<file path="src/rtl/mem_access_pkg.sv">
// Shared encodings for the load/store memory access unit: access sizes,
// FSM state encoding and the default first-illegal byte address.
package mem_access_pkg;

   localparam logic [1:0] SIZE_B = 2'b00;
   localparam logic [1:0] SIZE_H = 2'b01;
   localparam logic [1:0] SIZE_W = 2'b10;

   localparam logic [15:0] ADDR_LIMIT_DEF = 16'hFA00;

   typedef enum logic [1:0] {
      ST_IDLE  = 2'b00,
      ST_READ  = 2'b01,
      ST_WRITE = 2'b10,
      ST_DONE  = 2'b11
   } state_t;

   // Size code 11 has no meaning and is always rejected.
   function automatic logic size_is_valid(input logic [1:0] s);
      return s != 2'b11;
   endfunction

endpackage

</file>
<file path="src/rtl/lsu_lane_align.sv">
// Combinational lane logic for the memory access unit.
//  - extract: picks the byte/half lane out of a memory word and sign- or
//    zero-extends it (little-endian; byte lane = off, half lane = off[1]).
//  - merge:   replaces the addressed byte/half lane of a memory word with the
//    low byte/half of the store data, leaving the other lanes intact.
module lsu_lane_align
   import mem_access_pkg::*;
(
   input  logic [31:0] i_mem_rd,
   input  logic [15:0] i_wdata,
   input  logic [1:0]  i_off,
   input  logic [1:0]  i_size,
   input  logic        i_uns,
   output logic [31:0] o_rdata,
   output logic [31:0] o_merge
);

   logic [7:0]  w_byte;
   logic [15:0] w_half;
   logic [3:0]  w_lane_sel;
   logic [7:0]  w_src [4];

   // Select the addressed byte and halfword from the memory word.
   always_comb begin
      w_byte = i_mem_rd[7:0];
      case (i_off)
         2'b01:   w_byte = i_mem_rd[15:8];
         2'b10:   w_byte = i_mem_rd[23:16];
         2'b11:   w_byte = i_mem_rd[31:24];
         default: w_byte = i_mem_rd[7:0];
      endcase
      w_half = i_off[1] ? i_mem_rd[31:16] : i_mem_rd[15:0];
   end

   // Extend the selected lane; words pass through untouched.
   always_comb begin
      o_rdata = i_mem_rd;
      case (i_size)
         SIZE_B:  o_rdata = {{24{w_byte[7] & ~i_uns}}, w_byte};
         SIZE_H:  o_rdata = {{16{w_half[15] & ~i_uns}}, w_half};
         default: o_rdata = i_mem_rd;
      endcase
   end

   // Per byte lane: replace with store data when this lane is addressed.
   genvar gi;
   for (gi = 0; gi < 4; gi++) begin : g_lane
      assign w_lane_sel[gi] = ((i_size == SIZE_B) && (i_off == 2'(gi))) ||
                              ((i_size == SIZE_H) && (i_off[1] == 1'(gi / 2)));
      assign w_src[gi]      = (i_size == SIZE_H) ? i_wdata[8*(gi%2) +: 8] : i_wdata[7:0];
      assign o_merge[8*gi +: 8] = w_lane_sel[gi] ? w_src[gi] : i_mem_rd[8*gi +: 8];
   end

endmodule

</file>
<file path="src/rtl/mem_access_unit.sv">
// Memory access unit: turns byte/half/word load and store requests into
// word-aligned accesses on a 32-bit word memory. Sub-word stores use a
// read-modify-write; loads are lane-selected and extended. One done pulse
// per request; err with done means the request was rejected and the memory
// was not touched.
// Build option: define MEM_MISALIGN_CHECK_EN to reject halves at odd
// addresses and words whose addr[1:0] != 0 (otherwise the low address bits
// are ignored and the aligned lane is used).
module mem_access_unit
   import mem_access_pkg::*;
#(
   parameter int                ADDR_W     = 16,
   parameter logic [ADDR_W-1:0] ADDR_LIMIT = ADDR_W'(ADDR_LIMIT_DEF)
) (
   input  logic              clk,
   input  logic              rst,
   input  logic              req,
   input  logic              we,
   input  logic [1:0]        size,
   input  logic              uns,
   input  logic [ADDR_W-1:0] addr,
   input  logic [31:0]       wdata,
   output logic              busy,
   output logic              done,
   output logic              err,
   output logic [31:0]       rdata,
   output logic [ADDR_W-1:0] mem_a,
   output logic              mem_we,
   output logic [31:0]       mem_wd,
   input  logic [31:0]       mem_rd
);

   state_t            r_state;
   state_t            w_state_next;

   logic [ADDR_W-1:0] r_addr;
   logic [1:0]        r_size;
   logic              r_uns;
   logic              r_we;
   logic              r_err;
   logic [31:0]       r_wdata;
   logic [31:0]       r_merge;
   logic [31:0]       r_rdata;

   logic              w_illegal;
   logic              w_accept;
   logic [31:0]       w_extract;
   logic [31:0]       w_merge;

   assign w_accept = (r_state == ST_IDLE) && req;
   assign mem_a    = {r_addr[ADDR_W-1:2], 2'b00};
   assign rdata    = r_rdata;

   // Decide at request time whether the access is rejected.
   always_comb begin
      w_illegal = !size_is_valid(size) || (addr >= ADDR_LIMIT);
`ifdef MEM_MISALIGN_CHECK_EN
      if ((size == SIZE_H) && addr[0])
         w_illegal = 1'b1;
      if ((size == SIZE_W) && (addr[1:0] != 2'b00))
         w_illegal = 1'b1;
`endif
   end

   lsu_lane_align u_lane (
      .i_mem_rd (mem_rd),
      .i_wdata  (r_wdata[15:0]),
      .i_off    (r_addr[1:0]),
      .i_size   (r_size),
      .i_uns    (r_uns),
      .o_rdata  (w_extract),
      .o_merge  (w_merge)
   );

   // State register; an asynchronous reset drops straight to IDLE so a
   // pending WRITE never reaches the memory.
   always_ff @(posedge clk or negedge rst) begin
      if (!rst)
         r_state <= ST_IDLE;
      else
         r_state <= w_state_next;
   end

   // Next-state and per-state outputs.
   always_comb begin
      w_state_next = r_state;
      busy         = 1'b1;
      done         = 1'b0;
      err          = 1'b0;
      mem_we       = 1'b0;
      mem_wd       = 32'h0;
      case (r_state)
         ST_IDLE: begin
            busy = 1'b0;
            if (req) begin
               if (w_illegal)
                  w_state_next = ST_DONE;
               else if (we && (size == SIZE_W))
                  w_state_next = ST_WRITE;
               else
                  w_state_next = ST_READ;
            end
         end
         ST_READ: begin
            w_state_next = r_we ? ST_WRITE : ST_DONE;
         end
         ST_WRITE: begin
            mem_we       = 1'b1;
            mem_wd       = (r_size == SIZE_W) ? r_wdata : r_merge;
            w_state_next = ST_DONE;
         end
         ST_DONE: begin
            done         = 1'b1;
            err          = r_err;
            w_state_next = ST_IDLE;
         end
         default: w_state_next = ST_IDLE;
      endcase
   end

   // Request latches, merge word and load result.
   always_ff @(posedge clk or negedge rst) begin
      if (!rst) begin
         r_addr  <= '0;
         r_size  <= 2'b00;
         r_uns   <= 1'b0;
         r_we    <= 1'b0;
         r_err   <= 1'b0;
         r_wdata <= 32'h0;
         r_merge <= 32'h0;
         r_rdata <= 32'h0;
      end else begin
         if (w_accept) begin
            r_addr  <= addr;
            r_size  <= size;
            r_uns   <= uns;
            r_we    <= we;
            r_wdata <= wdata;
            r_err   <= w_illegal;
         end
         if (r_state == ST_READ) begin
            if (r_we)
               r_merge <= w_merge;
            else
               r_rdata <= w_extract;
         end
      end
   end

endmodule
</file>
<file path="config.mk">
export PLATFORM = sky130hd
export DESIGN_NAME = mem_access_unit
export DESIGN_NICKNAME = d
export VERILOG_FILES = /design/src/rtl/mem_access_pkg.sv /design/src/rtl/lsu_lane_align.sv /design/src/rtl/mem_access_unit.sv
export SDC_FILE = /design/constraint.sdc
export NUM_CORES = 1
export LEC_CHECK = 0
export CAP_MARGIN = 20
export CORE_MARGIN = 5
export CORE_UTILIZATION = 45
export DETAILED_ROUTE_END_ITERATION = 8
export PLACE_DENSITY_LB_ADDON = 0.05
export SLEW_MARGIN = 20
export SYNTH_ARGS = -nofsm -noshare
export SYNTH_HDL_FRONTEND = slang
export SYNTH_SLANG_ARGS = --single-unit
</file>
<file path="constraint.sdc">
create_clock -name clk -period 2.2 [get_ports clk]
set_input_delay 0.22 -clock clk [delete_from_list [all_inputs] [get_ports clk]]
set_output_delay 0.22 -clock clk [all_outputs]
set_load 0.02 [all_outputs]
</file>
==> impl_results.rst, run 1 <==
.. list-table::
   :header-rows: 1

   * - Metric
     - Value
   * - Fraction of layout instances using a drive strength above 1
     - 0.1337
   * - Clk slew on worst S/H paths
     - 0.05 ns
   * - Wire length of the first global-routing pass
     - ~32 mm
   * - Count of synthesis-stage warnings from yosys
     - 0
   * - Fin crit period
     - ~2.1 ns
   * - GRT Residual Overflow
     - 0
   * - Final instance count without filler cells
     - about 1000
   * - Estimated wirelength of the detail-placed design
     - 15.02 mm
   * - Final Slew Violations
     - 0
   * - Placement Cell Area
     - 0.008362 mm²
   * - Count of antenna-violating nets left after detailed routing
     - 0
   * - Total length of routed wires
     - approximately 20 mm
   * - Number of buffers inserted by port buffering
     - 168
   * - DRT Pass-1 Iters
     - 5
   * - Highest net fanout along the worst path
     - 34
   * - Slew @ Worst Pin
     - slightly above 0.7 ns
   * - Worst reg2reg startpoint
     - r_state[1]$_DFFE_PN0P_
   * - Part of the cycle the worst path needs
     - 0.9721
   * - Number of buffers inserted during clock tree synthesis
     - 17
   * - Largest net degree at the start of global routing
     - 43
   * - Final Hold Slack
     - 0.3361 ns
   * - Worst max-slew margin expressed relative to the limit
     - 0.5242
   * - Register area share after synthesis
     - 0.4606
   * - Routability-driven placement congestion ratio
     - a little under 0.9
   * - R2r setup slk
     - 0.31 ns
   * - Path type of the worst setup path
     - reg -> out
   * - Type of element launching the critical path
     - register
   * - Total of max-cap violations
     - 0
   * - Initial core utilization
     - 0.4622
   * - Hold crit path type
     - in -> async
   * - Area taken by flip-flops and latches
     - 0.002979 mm²
   * - Final-stage net count
     - 894
   * - DRC errors left
     - 0
   * - Worst Reg2Reg Path Length in Cells
     - 5
   * - Antenna violations before repair
     - 0
   * - Ports
     - approximately 170
   * - Average routed wire per standard cell
     - approximately 20 µm
   * - Total count of hold-check failures in the final report
     - 0
   * - Multi-input gate area in the final layout
     - 0.003092 mm²
   * - Unique masters post-synth
     - 50
   * - Crit Reg-Reg Endpoint
     - rdata[26]$_DFFE_PN0P_
   * - First-iteration detailed-routing DRC count
     - 507
   * - Placeable core region
     - between 0.01 and 0.015 mm²
   * - Setup TNS Final
     - 0 ns
   * - Total number of vias
     - about 5700
   * - Total power per unit cell area
     - 1631 mW/mm²
   * - Setup repair after global routing missed its margin
     - no
   * - FF+latch count, synth
     - 119
   * - Number of sinks handled by clock tree synthesis
     - 119
   * - Die outline height
     - 129.9 µm
   * - Synth-to-layout area growth
     - 38.22%
   * - TritonCTS clock tree
     - built
   * - Setup bufs post-CTS
     - 0
   * - Maximum VDD drop
     - 0.0008563 V
   * - Global-route usage over all layers
     - 0.2474
   * - Lkg Pwr
     - around 3.8 nW
   * - Post-synth ARST share
     - 1.000
   * - Run status
     - complete, no violations
   * - X dimension of the die
     - approximately 130 µm
   * - Number of placed cells counting well taps
     - 962
   * - Crit path arrival time
     - 1.92 ns
   * - Bufs on Longest Clock Path
     - 2
   * - Later-pin clock latency in the skew report
     - just over 0.4 ns
   * - Worst Setup End Kind
     - output pin
   * - Final instance area
     - 0.008936 mm²
   * - Achievable Freq
     - between 0.4 and 0.5 GHz
   * - Die Outline Area
     - 0.01686 mm²
   * - Maximum level of the CTS H-tree
     - 4
   * - Syn avg cell area
     - between 9 and 10 µm²
   * - Number of filler cells placed in the layout
     - 1156
   * - Number of enable flip-flop cells after synthesis
     - 0
   * - Final clock skew
     - approximately 0.0047 ns
   * - Post-route core utilization
     - 0.6388
   * - Root buffer cell
     - clkbuf_16
   * - Count of inserted antenna diode cells
     - 0
   * - Post-detailed-route via-to-cell ratio
     - 5.693
   * - Data required time at the worst endpoint
     - 1.98 ns
   * - Total standard cell area after synthesis
     - roughly 0.0065 mm²
   * - Primary FF master, synth
     - dfrtp_1
   * - Vias in the first global route
     - around 5800
   * - Number of endpoints failing setup at the final stage
     - 0
   * - Cell Rows
     - 43
   * - Post-Syn Instances
     - 649
==> state kept, by name (all words and copies together), names as in the netlist <==
| register | count |
|---|---|
| r_addr | 16 |
| r_err | 1 |
| r_merge | 32 |
| r_size | 2 |
| r_state | 2 |
| r_uns | 1 |
| r_wdata | 32 |
| r_we | 1 |
| rdata | 32 |
==> worst max-delay path: stages (launching register included) <==
cell and delay, ns:
dfrtp_1 0.40, inv_1 0.14, ha_1 0.21, buf_12 0.18
a21boi_1 0.21, clkdlybuf4s15_1 0.34
==> final cells by class <==
type,count,area share
Sequential cell,119,0.3334
Timing Repair Buffer,206,0.2257
Multi-Input combinational cell,453,0.3460
Clock inverter,8,0.01036
Inverter,5,0.002100
Clock buffer,24,0.05727
Tap cell,180,0.02520
==> metrics by stage <==
step | worst slack [ns] | power, W
finish | 0.06135 | 0.01457
CTS | 0.005954 | 0.01463
floorplan | 0.4896 | 0.008919
detailed placement | 0.1130 | 0.01196
global placement | 0.1514 | 0.01179
global route | 0.001239 | 0.01548
==> metal layers <==
layer	track usage	share of wire
met2	0.3897	0.47
met1	0.3382	0.43
met3	0.05731	0.076
met4	0.08435	0.023
met5	0	0
==> power breakdown <==
part / internal, W / switching [W] / leakage [nW] / total (W)
Combinational: 0.00329 / 0.00434 / 2.07 / 0.00764
Clock: 0.00184 / 0.000985 / 0.302 / 0.00282
Sequential: 0.00332 / 0.000787 / 1.39 / 0.00411
==> synth_stat cells, types with 10 or more instances <==
cell,instances,area share
a21boi_1,32,0.037
o21ai_0,17,0.013
dfrtp_1,119,0.46
buf_4,16,0.019
a21oi_1,33,0.026
nor2_1,41,0.024
a2111oi_2,10,0.023
nand2_1,99,0.057
clkbuf_1,28,0.016
mux2_1,60,0.10
o31ai_1,18,0.021
buf_2,25,0.019
o22ai_2,10,0.019
nand3_1,16,0.012
a31oi_1,23,0.022
==> cell families (layout without fill, tap and decap cells) <==
family                   Yosys count  after routing  synth area share
adder cells (fa/ha/maj)            5              5          0.009677
AND/OR/NAND/NOR                  197            197            0.1421
AO/OA/AOI/OAI                    187            187            0.2133
multiplexers                      62             62            0.1095
buffers and inverters             78            243           0.06425
flip-flops                       119            119            0.4606
other                              1              2         0.0005801
==> worst max path at each step <==
stage | start | end | slack, ns | depth (start not counted)
after global placement | r_state[0]$_DFFE_PN0P_ | mem_wd[8] | 0.15 | 5
after floorplan | r_state[0]$_DFFE_PN0P_ | mem_wd[10] | 0.49 | 4
after CTS | r_size[1]$_DFFE_PN0P_ | mem_wd[9] | 0.006 | 5
after global routing | r_state[0]$_DFFE_PN0P_ | mem_wd[11] | 0.001 | 5
final | r_state[0]$_DFFE_PN0P_ | mem_wd[3] | 0.06 | 5
after detailed placement | r_size[1]$_DFFE_PN0P_ | mem_wd[8] | 0.11 | 5
==> layout by cell type (no fill, tap or decap), types with 16 or more instances in the layout <==
master,instances
a21boi_1,31
a21oi_1,33
a31oi_1,23
buf_4,30
clkbuf_16,17
clkdlybuf4s50_1,134
dfrtp_1,118
dlygate4sd2_1,18
mux2_1,60
nand2_1,98
nand3_1,16
nor2_1,41
o21ai_0,17
o31ai_1,18
==> timing repair <==
item / CTS / global route
hold buffers: 1 / 0
hold endpoints to repair: 35 / 0
gates resized for setup: 37 / 22
endpoints found under the setup margin: 33 / 32
No activity file was read; power rests on OpenSTA's default activity.
==> run 2, diff against run 1 <==
CORE_MARGIN = default   (was 5)
SKIP_CTS_REPAIR_TIMING = 1   (was default)
==> run 2 against run 1 <==
Effect of this change: clock power decreased by 6%; worst hold slack better by 0.050 ns; flip-flop and latch count did not move; largest power group unchanged; non-clock buffer count is 1 lower; via count shrank 1.2%; die area down 12%; core utilization grew 0.61 points; combinational power increased by 0.8%; global-route usage is 3.4 points higher; clock skew rose by 0.0024 ns; worst setup slack gained 0.056 ns.
==> impl_results.rst, run 2 (same netlist as run 1, synthesis figures left out) <==
.. list-table::
   :header-rows: 1

   * - Metric
     - Value
   * - Type of element launching the critical path
     - register (unchanged)
   * - Min-Delay Path Depth
     - 2
   * - X dimension of the die
     - 121.9 µm (was 129.9 µm)
   * - Die outline height
     - 121.9 µm (was 129.9 µm)
   * - Worst setup slack after layout
     - 0.1174 ns (was 0.06135 ns)
   * - Number of placed cells counting well taps
     - 961 (was 962)
   * - Worst Setup End Kind
     - output pin (unchanged)
   * - Total of max-cap violations
     - 0 (unchanged)
   * - Fin crit period
     - 2.083 ns (was 2.139 ns)
   * - Initial core utilization
     - 0.4639 (was 0.4622)
   * - Slew @ Worst Pin
     - 0.7018 ns (was 0.7137 ns)
   * - Final clock skew
     - 0.007016 ns (was 0.004661 ns)
   * - Total count of hold-check failures in the final report
     - 0 (unchanged)
   * - Post-detailed-route via-to-cell ratio
     - 5.635 (was 5.693)
   * - Count of antenna-violating nets left after detailed routing
     - 0 (unchanged)
   * - Clk slew on worst S/H paths
     - 0.05 ns (about the same)
   * - Path type of the worst setup path
     - reg -> out (unchanged)
   * - Run status
     - complete, no violations (unchanged)
   * - Number of buffers inserted during clock tree synthesis
     - 17 (unchanged)
   * - Final Slew Violations
     - 0 (unchanged)
   * - Maximum VDD drop
     - 0.0008862 V (was 0.0008563 V)
   * - Pre-CTS setup slack
     - 0.07901 ns (was 0.1130 ns)
   * - Setup repair after global routing missed its margin
     - no (unchanged)
   * - Worst reg2reg startpoint
     - r_state[1]$_DFFE_PN0P_ (unchanged)
   * - Estimated wirelength of the detail-placed design
     - 14.45 mm (was 15.02 mm)
   * - Final-stage net count
     - 893 (was 894)
   * - Number of buffers inserted by port buffering
     - 168 (unchanged)
   * - Ports
     - 171 (unchanged)
   * - Largest net degree at the start of global routing
     - 49 (was 43)
   * - Worst max-slew margin expressed relative to the limit
     - 0.5321 (was 0.5242)
   * - Data required time at the worst endpoint
     - 1.98 ns (about the same)
   * - Worst Reg2Reg Path Length in Cells
     - 5 (unchanged)
   * - Synth-to-layout area growth
     - 39.00% (was 38.22%)
   * - Root buffer cell
     - clkbuf_16 (unchanged)
   * - Bufs on Longest Clock Path
     - 2 (unchanged)
   * - Placeable core region
     - 0.01393 mm² (was 0.01399 mm²)
   * - Die Outline Area
     - 0.01485 mm² (was 0.01686 mm²)
   * - Placement Cell Area
     - 0.008329 mm² (was 0.008362 mm²)
   * - Average routed wire per standard cell
     - 20.27 µm (was 20.44 µm)
   * - Total number of vias
     - 5596 (was 5665)
   * - Hold crit path type
     - in -> reg (was in -> async)
   * - Part of the cycle the worst path needs
     - 0.9467 (was 0.9721)
   * - DRC errors left
     - 0 (unchanged)
   * - Antenna violations before repair
     - 0 (unchanged)
   * - Maximum level of the CTS H-tree
     - 4 (unchanged)
   * - Final instance area
     - 0.008986 mm² (was 0.008936 mm²)
   * - TritonCTS clock tree
     - built (unchanged)
   * - GRT Residual Overflow
     - 0 (unchanged)
   * - Later-pin clock latency in the skew report
     - 0.42 ns (was 0.41 ns)
   * - Highest net fanout along the worst path
     - 34 (unchanged)
   * - R2r setup slk
     - 0.33 ns (was 0.31 ns)
   * - Number of endpoints failing setup at the final stage
     - 0 (unchanged)
   * - Fraction of layout instances using a drive strength above 1
     - 0.1193 (was 0.1337)
   * - Total length of routed wires
     - 20.13 mm (was 20.34 mm)
   * - Commonest non-fill, non-tap cells in the layout
     - clkdlybuf4s50_1, dfrtp_1, nand2_1, mux2_1, nor2_1 (unchanged)
   * - Achievable Freq
     - 0.4802 GHz (was 0.4676 GHz)
   * - Launching element of the worst setup path
     - r_state[0]$_DFFE_PN0P_ (unchanged)
   * - Routability-driven placement congestion ratio
     - 0.8667 (was 0.8933)
   * - Total power per unit cell area
     - 1610 mW/mm² (was 1631 mW/mm²)
   * - Lkg Pwr
     - 4.165 nW (was 3.761 nW)
   * - DRT Pass-1 Iters
     - 4 (was 5)
   * - Final instance count without filler cells
     - 993 (was 995)
   * - Most common library cell in the layout ignoring fill and taps
     - clkdlybuf4s50_1 (unchanged)
   * - Wire length of the first global-routing pass
     - 31.04 mm (was 32.04 mm)
   * - Endpoint of the worst hold path
     - r_wdata[12]$_DFFE_PN0P_
   * - Number of sinks handled by clock tree synthesis
     - 119 (unchanged)
   * - Number of filler cells placed in the layout
     - 1154 (was 1156)
   * - First-iteration detailed-routing DRC count
     - 339 (was 507)
   * - Vias in the first global route
     - 5596 (was 5768)
   * - Crit path arrival time
     - 1.86 ns (was 1.92 ns)
   * - Count of inserted antenna diode cells
     - 0 (unchanged)
   * - Cell Rows
     - 43 (unchanged)
   * - Global-route usage over all layers
     - 0.2816 (was 0.2474)
   * - Critical hold path startpoint
     - wdata[12]
   * - Crit Reg-Reg Endpoint
     - rdata[29]$_DFFE_PN0P_ (was rdata[26]$_DFFE_PN0P_)
[run 2: worst max path at each step]
stage	slack [ns]	cells past startpoint	to
2_1_floorplan	0.49	4	mem_wd[10]
5_1_grt	0.02	5	mem_wd[8]
3_5_place_dp	0.08	5	mem_wd[8]
4_1_cts	-0.39	5	mem_wd[8]
6_report	0.12	5	mem_wd[8]
3_3_place_gp	0.16	5	mem_wd[8]
[run 2: cell type report]
cell class / count / area [µm²] / area share
clock inverter: 8 / 72.57 / 0.008076
sequential: 119 / 2978 / 0.3314
multi-input combinational: 453 / 3087 / 0.3435
inverter: 5 / 18.77 / 0.002089
clock buffer: 23 / 488.0 / 0.05430
timing repair buffer: 205 / 2117 / 0.2356
tap: 180 / 225.2 / 0.02506
[run 2: critical path, stage by stage (launching register included)]
cell and delay (ns):
dfrtp_1 0.39, inv_1 0.13, ha_1 0.22, buf_12 0.19, a21boi_2 0.25, dlymetal6s2s_1 0.25
[run 2: report_power, final]
group          internal (W)  switching [W]
combinational       0.00340        0.00430
sequential          0.00332       0.000810
clock               0.00165       0.000985
total               0.00837        0.00610
[run 2: layer usage]
| metal | up-vias | part of all wire | GRT usage |
|---|---|---|---|
| met2 | 196 | 0.47 | 0.4354 |
| li1 | 2622 | - | - |
| met3 | 32 | 0.055 | 0.05946 |
| met4 | 0 | 0.023 | 0.1134 |
| met1 | 2746 | 0.45 | 0.3839 |
| met5 | - | 0 | 0 |
[run 2: through the flow]
stage          TNS, ns    util  hold WS, ns  total power (W)
2_1_floorplan        0       -     -0.07559         0.008919
3_3_place_gp         0  0.5977       0.2875          0.01177
3_5_place_dp         0  0.5977       0.3019          0.01191
4_1_cts         -7.089  0.6380      -0.1424          0.01460
5_1_grt              0  0.6449       0.3981          0.01537
6_report             0  0.6449       0.3863          0.01447
==> RTL change: new RTL, settings of run 1 <==
Build with the macro `MEM_MISALIGN_CHECK_EN` defined.
--- a/src/rtl/mem_access_unit.sv
+++ b/src/rtl/mem_access_unit.sv
@@ -8,2 +8,4 @@
 // are ignored and the aligned lane is used).
+`define MEM_MISALIGN_CHECK_EN
+
 module mem_access_unit
Function: changed (a bounded check fails within 4 cycles, from zero or initial values and one cycle with rst low).
==> RTL change against run 1 <==
  * Synthesized area shrank 4.5%
  * Wire length shrank 8.7%
  * Utilization shrank 0.35 points
  * Sequential cell count is the same
  * Combinational power shrank 9.4%
  * Setup slack gained 0.057 ns
  * Total power shrank 6.0%
  * Final area shrank 5.1%
  * Clock skew grew 0.0039 ns
  * Die area shrank 4.2%
  * Clock power shrank 3%
  * Critical path type unchanged
==> RTL change: results (changes against run 1) <==
Outcome -> complete, no violations
First DRT Iteration DRCs -> 310 (-39%)
Tcrit/Tclk final -> 0.9461 (-0.02599)
Gr usage total -> 0.2353 (-0.01204)
GP Congestion -> 0.8611 (-3.6%)
CP top delay family -> buffers and inverters
Num CTS Buffers -> 17 (unchanged)
Critical Path End -> mem_wd[23]
Final wirelength -> 18,560 µm (-8.7%)
Register area share after synthesis -> 0.4825 (+0.02185)
First-pass GRT wire length -> 29,490 µm (-8.0%)
Met2 WL -> 8767 µm (-9.2%)
Met2 Usage GRT -> 0.3705 (-0.01926)
Placed Cells incl. Taps -> 912 (-5.2%)
Critical Path Fanout Max -> 33 (-2.9%)
DR pass1 iterations -> 4 (-1)
Final net count -> 848 (-5.1%)
Syn Area/Cell -> 10.29 µm² (+3.3%)
M1 wire length -> 8239 µm (-5.0%)
Distinct cells, synth -> 49 (-2.0%)
Share of cells above drive strength 1 -> 0.2263 (+0.09253)
Vias -> 5,122 (-9.6%)
Routed met3 length -> 1308 µm (-15%)
Commonest cells post-synth -> dfrtp_1 (119), nand2_1 (100), mux2_2 (61)
Largest net degree at the start of global routing -> 65 (+51%)
IR drop worst, VDD -> 1.013 mV (+18%)
Global Route met3 Usage -> 0.05718 (-0.0001280)
Synth top area cells -> dfrtp_1 (48%), mux2_2 (11%), nand2_1 (6.1%), mux2i_1 (5.8%), a21boi_0 (3.3%)
HPWL Detailed -> 13,880 µm (-7.5%)
Leak -> 3.725 nW (-0.96%)
R2R depth -> 6 (+1)
DR WL/cell -> 19.64 µm (-3.9%)
Clk_skew -> 0.008532 ns (+0.003871 ns)
Final hold slack -> 0.3123 ns (-0.02384 ns)
M1 GR Usage -> 0.3239 (-0.01428)
DP Area -> 8019 µm² (-4.1%)
Slew @ Worst Pin -> 0.5796 ns (-0.1340 ns)
Post-place setup slack -> 0.1376 ns (+0.02460 ns)
CTS root buf -> clkbuf_16
FF-to-FF End -> r_wdata[1]$_DFFE_PN0P_
Synth warn -> 0 (unchanged)
==> RTL change: cell count changes after synthesis, sizes merged, moves of 9 or more <==
cell | run 1 | this run
mux2i | 1 | 36
and3b | 9 | 0
o21ai | 26 | 37
a2111oi | 16 | 0
o31ai | 18 | 0
clkbuf | 28 | 14
nor2 | 43 | 32
o22ai | 17 | 3
a21oi | 34 | 47
a31oi | 23 | 7
==> RTL change: final cells by class <==
| class | count | area [µm²] |
|---|---|---|
| Fill cell | 1094 | 4867 |
| Sequential cell | 119 | 2978 |
| Multi-Input combinational cell | 420 | 2855 |
| Timing Repair Buffer | 194 | 1829 |
| Clock buffer | 19 | 452.9 |
| Tap cell | 176 | 220.2 |
| Clock inverter | 13 | 130.1 |
| Inverter | 4 | 15.01 |
==> RTL change: where the power goes <==
group / switching (mW) / leakage [nW] / total, mW / internal [mW]
sequential: 0.728 / 1.42 / 4.05 / 3.33
combinational: 3.75 / 2.02 / 6.92 / 3.17
clock: 1.01 / 0.284 / 2.73 / 1.71
==> RTL change: logic make-up after synthesis <==
logic type,after synthesis,synth area share
fa+ha+maj,5,0.01014
other cells,1,0.0006076
mux,97,0.1697
simple gates,171,0.1253
compound gates,145,0.1545
flops,119,0.4825
buf+inv,62,0.05737
==> RTL change: timing repair <==
item / 4_1_cts / 5_1_grt
pin swaps: 0 / 0
endpoints found under the hold margin: 30 / 0
hold buffers: 1 / 0
gates resized for setup: 37 / 88
setup endpoints to repair: 32 / 34
==> RTL change: worst register-to-register path: stages, from the launching register on <==
cell	delay (ns)
dfrtp_1	0.40
inv_1	0.08
buf_4	0.14
ha_1	0.21
nand2_2	0.27
buf_4	0.30
mux2_2	0.36
